[config.mk]
export PLATFORM = sky130hd
export DESIGN_NAME = i2c_init_flat
export DESIGN_NICKNAME = d
export VERILOG_FILES = /design/src/rtl/i2c_init_pkg.sv /design/src/rtl/i2c_init_if.sv /design/src/rtl/i2c_init.sv /design/src/flat_wrapper.sv
export SDC_FILE = /design/constraint.sdc
export NUM_CORES = 1
export LEC_CHECK = 0
export CAP_MARGIN = 15
export CORE_MARGIN = 2
export CORE_UTILIZATION = 61
export DETAILED_ROUTE_END_ITERATION = 12
export PLACE_DENSITY = 0.89
export SYNTH_ARGS = -nofsm -noshare
export SYNTH_HDL_FRONTEND = slang
export SYNTH_SLANG_ARGS = --single-unit
[constraint.sdc]
create_clock -name clk -period 2.5 [get_ports clk]
set_input_delay 0.75 -clock clk [delete_from_list [all_inputs] [get_ports clk]]
set_output_delay 0.75 -clock clk [all_outputs]
set_load 0.01 [all_outputs]
[src/rtl/i2c_init_pkg.sv]
// i2c_init_pkg: shared types and the AK4619 power-up table for the i2c_init master.
//   entry_t    : one table entry, data byte plus last-of-transaction flag
//   INIT_TABLE : 20 entries, transaction A (config burst) then B (power-up)
//   state_t    : FSM states
//   QUARTERS   : clk quarters per bus symbol
package i2c_init_pkg;
  typedef struct packed {
    logic [7:0] data;
    logic       last;
  } entry_t;
  typedef enum logic [2:0] {WAIT, START, BITS, ACK, STOP, GAP, DONE} state_t;
  localparam int QUARTERS = 4;
  localparam int INIT_LEN = 20;
  localparam int IW = $clog2(INIT_LEN);
  localparam entry_t INIT_TABLE [INIT_LEN] = '{
    '{8'h20, 1'b0}, '{8'h01, 1'b0}, '{8'hAE, 1'b0}, '{8'h1C, 1'b0},
    '{8'h00, 1'b0}, '{8'h22, 1'b0}, '{8'h22, 1'b0}, '{8'h30, 1'b0},
    '{8'h30, 1'b0}, '{8'h30, 1'b0}, '{8'h30, 1'b0}, '{8'h22, 1'b0},
    '{8'h00, 1'b0}, '{8'h18, 1'b0}, '{8'h18, 1'b0}, '{8'h18, 1'b0},
    '{8'h18, 1'b1},
    '{8'h20, 1'b0}, '{8'h00, 1'b0}, '{8'h37, 1'b1}
  };
endpackage

[src/rtl/i2c_init_if.sv]
// i2c_init_if: open-drain bus intents and completion flag of the init master.
//   scl, sda_out : 1 = release, 0 = pull low
//   done         : sticky high once the whole table has been sent
interface i2c_init_if;
  logic scl;
  logic sda_out;
  logic done;
  modport master (output scl, sda_out, done);
  modport slave (input scl, sda_out, done);
endinterface

[src/rtl/i2c_init.sv]
// i2c_init: write-only I2C master sending the codec power-up table once after reset.
//   clk   : bus-timing clock (lrck), rising edge
//   rst_n : asynchronous active-low reset
//   bus   : i2c_init_if master (scl, sda_out, done), all registered
module i2c_init
  import i2c_init_pkg::*;
#(
  parameter int STARTUP_CYCLES = 512,
  parameter int GAP_CYCLES = 4
) (
  input logic clk,
  input logic rst_n,
  i2c_init_if.master bus
);
  localparam int CW = $clog2(STARTUP_CYCLES + GAP_CYCLES + 1);
  localparam int QW = $clog2(QUARTERS);
  state_t state;
  logic [QW-1:0] q;
  logic [2:0] bitn;
  logic [IW-1:0] idx;
  logic [CW-1:0] cnt;
  entry_t cur;
  logic q_last;
  logic scl_pulse;
  assign cur = INIT_TABLE[idx];
  assign q_last = q == QW'(QUARTERS - 1);
  // data/ack clock is high in the middle two quarters only
  assign scl_pulse = q == QW'(1) || q == QW'(2);
  always_ff @(posedge clk or negedge rst_n) begin
    if (!rst_n) begin
      state <= WAIT;
      q <= '0;
      bitn <= '0;
      idx <= '0;
      cnt <= '0;
      bus.scl <= 1'b1;
      bus.sda_out <= 1'b1;
      bus.done <= 1'b0;
    end else begin
      case (state)
        WAIT: begin
          bus.scl <= 1'b1;
          bus.sda_out <= 1'b1;
          cnt <= cnt == CW'(STARTUP_CYCLES - 1) ? '0 : cnt + 1'b1;
          if (cnt == CW'(STARTUP_CYCLES - 1)) state <= START;
        end
        START: begin
          bus.scl <= q < QW'(2);
          bus.sda_out <= q == QW'(0);
          q <= q + 1'b1;
          bitn <= '0;
          if (q_last) state <= BITS;
        end
        BITS: begin
          bus.scl <= scl_pulse;
          bus.sda_out <= cur.data[3'd7 - bitn];
          q <= q + 1'b1;
          if (q_last) bitn <= bitn + 1'b1;
          if (q_last && bitn == 3'd7) state <= ACK;
        end
        ACK: begin
          bus.scl <= scl_pulse;
          bus.sda_out <= 1'b1;
          q <= q + 1'b1;
          if (q_last && !cur.last) idx <= idx + 1'b1;
          if (q_last) state <= cur.last ? STOP : BITS;
        end
        STOP: begin
          bus.scl <= q != QW'(0);
          bus.sda_out <= q >= QW'(2);
          q <= q + 1'b1;
          cnt <= '0;
          if (q_last && idx != IW'(INIT_LEN - 1)) idx <= idx + 1'b1;
          if (q_last) state <= idx == IW'(INIT_LEN - 1) ? DONE : GAP;
        end
        GAP: begin
          bus.scl <= 1'b1;
          bus.sda_out <= 1'b1;
          cnt <= cnt == CW'(GAP_CYCLES - 1) ? '0 : cnt + 1'b1;
          if (cnt == CW'(GAP_CYCLES - 1)) state <= START;
        end
        DONE: begin
          bus.scl <= 1'b1;
          bus.sda_out <= 1'b1;
          bus.done <= 1'b1;
        end
        default: state <= WAIT;
      endcase
    end
  end
endmodule

[src/flat_wrapper.sv]
// flat-port wrapper written by rule: the top's interface ports become plain ports
module i2c_init_flat import i2c_init_pkg::*;
#(
  parameter int STARTUP_CYCLES = 512,
  parameter int GAP_CYCLES = 4
)
  (clk, rst_n, bus_scl, bus_sda_out, bus_done);
  i2c_init_if bus_i ();
  input logic clk;
  input logic rst_n;
  output wire logic [$bits(bus_i.scl)-1:0] bus_scl;
  output wire logic [$bits(bus_i.sda_out)-1:0] bus_sda_out;
  output wire logic [$bits(bus_i.done)-1:0] bus_done;
  assign bus_scl = bus_i.scl;
  assign bus_sda_out = bus_i.sda_out;
  assign bus_done = bus_i.done;
  i2c_init #(.STARTUP_CYCLES(STARTUP_CYCLES), .GAP_CYCLES(GAP_CYCLES)) u_core (.clk(clk), .rst_n(rst_n), .bus(bus_i));
endmodule
==> qor.txt <==
Top_reg_cell synth = dfrtp_1
Clock buffer depth = 2
Layout cells sized above 1 = 0.1179
Area of the core = 0.002805 sq mm
Seq pwr share = 0.654
Reg clk slew, reported paths = 0.14 ns
Initial core utilization = 0.6499
Detailed placer's ending HPWL = 2610 um
Largest net degree at the start of global routing = 27
Clock Latency Late Sink = 0.33 ns
Post-Route WL = 3523 um
Pleak = 0.7978 nW
Synth warn = 0
Worst hold-check path type = reg2reg
Mapped Nets = 210
Port-buffer cells = 4
Row Count = 19
CP Class = reg2out
TritonCTS clock tree = yes
Post-synth EDFFs = 0
Die span in x = 58.67 um
N_diodes = 0
RR Endpoint = u_core.idx[1]
Synthesized instance count = 195
Die area = 0.003442 sq mm
Vias = 1482
Reg2Reg Setup Slack = 0.38 ns
Internal Power = 0.5124 mW
Crit. Startpoint = u_core.bus.scl
Die height = 58.67 um
WHS = 0.4698 ns
Worst path slowest cell = dfstp_2
CP top delay family = flip-flops
Tightest Pin Transition = 0.6292 ns
Synthesized area per cell = 9.349 sq um
Gr ovfl total = 0
Reg area = 653.1 sq um
Peak per-stage delay on the critical path = 0.56 ns
Cts hold-fix bufs = 0
Area of the multi-input gates = 0.001085 sq mm
Post-synthesis cell type count = 55
Routability congestion estimate = 0.9373
I/O pin cnt = 5
#FFs+latches synth = 26
First-pass GRT wire length = 6334 um
Final setup vio count = 0
Vias in the first global route = 1404
Crit path max fanout = 2
Drt via density = 6.558
Worst path bufs/invs = 1
Leading cell types in the layout, fill and taps excluded = dfrtp_1, o21ai_0, nand2_1
TritonCTS Buffers = 3
Crit Reg-Reg Startpoint = u_core.idx[0]
Net Sw Power = 0.1312 mW
Max-cap violations = 0
Crit path DAT = 1.41 ns
H-tree lvl count = 1
RSZ-0062 raised after global routing = no
CP endpoint kind = primary output
Status = finished with violations
Placed cell count = 222
Worst R2R Path Depth = 6
Setup TNS = 0 ns
Max-slew violations = 0
# clock sinks = 26
Hold Vio Cnt, Final = 0
Final min period = 2.164 ns
Remaining DRCs = 1
Critical path cell sequence = clkdlybuf4s50_1
Seq/Total Area, Yosys = 0.3583
Power share of the combinational group = 0.016
Clock power share = 0.331
Switching Fraction = 0.2039
Worst relative slew slack = 0.5806
Drt pass-1 iters = 8
Period utilization = 0.8654
Fin nets = 211
1st-iter DRT viols = 146
Global Route Usage Sum = 0.2365
Fraction of registers with async set or reset after synthesis = 1.000
Routed wire per std cell = 15.59 um
Critical path depth in cells = 1
Worst Path Required = 1.75 ns
Worst VDD drop = 0.0002373 V
Initial antenna violation count = 0
Max Freq = 462.2 MHz
Pwr/cell area = 339.1 mW/mm^2
Fillcell total = 208
Fin Clk Skew = 0.004498 ns
Setup crit end = bus_scl
Routed Antenna Nets = 0
Number of setup buffers added after CTS = 0
Startpoint Class = flop
Netlist Area Pre-Place = 0.001823 sq mm
Commonest non-fill, non-tap cell in the layout = dfrtp_1
Layout Cells excl Fill = 226
Clk root buf = clkbuf_4
Layout area overhead = 4.118%
PostCTS Resize Cnt = 0
Failing checks = design-rule violations
[cells by family after synthesis]
logic type,count (synthesis),share of synthesized area
compound gates,60,0.2114
simple gates,61,0.1997
xor+xnor,7,0.03363
buf+inv,19,0.04667
fa+ha+maj,14,0.09472
flops,26,0.3583
mux,8,0.05559
[how the worst min path moves through the flow]
stage / startpoint / to / depth (start not counted)
floorplan: rst_n / u_core.bitn[0] / 0
global placement: u_core.bus.done / u_core.bus.done / 1
detailed placement: u_core.bus.done / u_core.bus.done / 1
CTS: u_core.bus.done / u_core.bus.done / 1
global route: u_core.bus.done / u_core.bus.done / 1
finish: u_core.bus.done / u_core.bus.done / 1
[cells in the mapped netlist, drive strengths merged (4+ instances only)]
master,count,share of area
o21ai,26,0.073
dfrtp,24,0.33
buf,4,0.016
mux2,5,0.039
nand3,6,0.016
nand2,15,0.031
ha,13,0.089
nor2b,6,0.021
a21oi,9,0.025
nor4,4,0.032
xnor2,5,0.024
nor2,13,0.032
inv,10,0.021
clkbuf,5,0.010
[final cells by class]
| cell class | instances | share of cell area |
|---|---|---|
| Timing Repair Buffer | 5 | 0.02505 |
| Sequential cell | 26 | 0.3441 |
| Inverter | 10 | 0.01978 |
| Multi-Input combinational cell | 150 | 0.5715 |
| Clock buffer | 4 | 0.01912 |
| Tap cell | 31 | 0.02044 |
[stage by stage]
step	power, mW	setup WS [ns]	cell area (sq um)	util
detailed placement	0.4395	0.4551	1862	0.6637
global route	0.6624	0.2524	1898	0.6766
finish	0.6436	0.3364	1898	0.6766
CTS	0.6492	0.3304	1898	0.6766
global placement	0.4391	0.5644	1862	0.6637
floorplan	0.4287	0.6741	1823	-
[metal layers]
layer,up-vias,global-route usage,share of wire
met2,50,0.3676,0.48
met4,0,0.1006,0.016
met5,-,0,0
li1,712,-,-
met1,713,0.3286,0.46
met3,7,0.03956,0.049
[sequential cells by signal, indices dropped and copies added (netlist names)]
signal	count
u_core.bus.scl	1
u_core.state	3
u_core.bitn	3
u_core.q	2
u_core.bus.sda_out	1
u_core.bus.done	1
u_core.idx	5
u_core.cnt	10
[power groups by stage]
| stage | sequential [mW] | combinational, mW | clock [mW] |
|---|---|---|---|
| CTS | 0.421 | 0.0109 | 0.217 |
| floorplan | 0.429 | 0.000000443 | 0 |
| global placement | 0.429 | 0.0106 | 0 |
| detailed placement | 0.429 | 0.0109 | 0 |
| global route | 0.421 | 0.0122 | 0.229 |
| finish | 0.421 | 0.0101 | 0.213 |
Power figures use the tool's default switching activity.
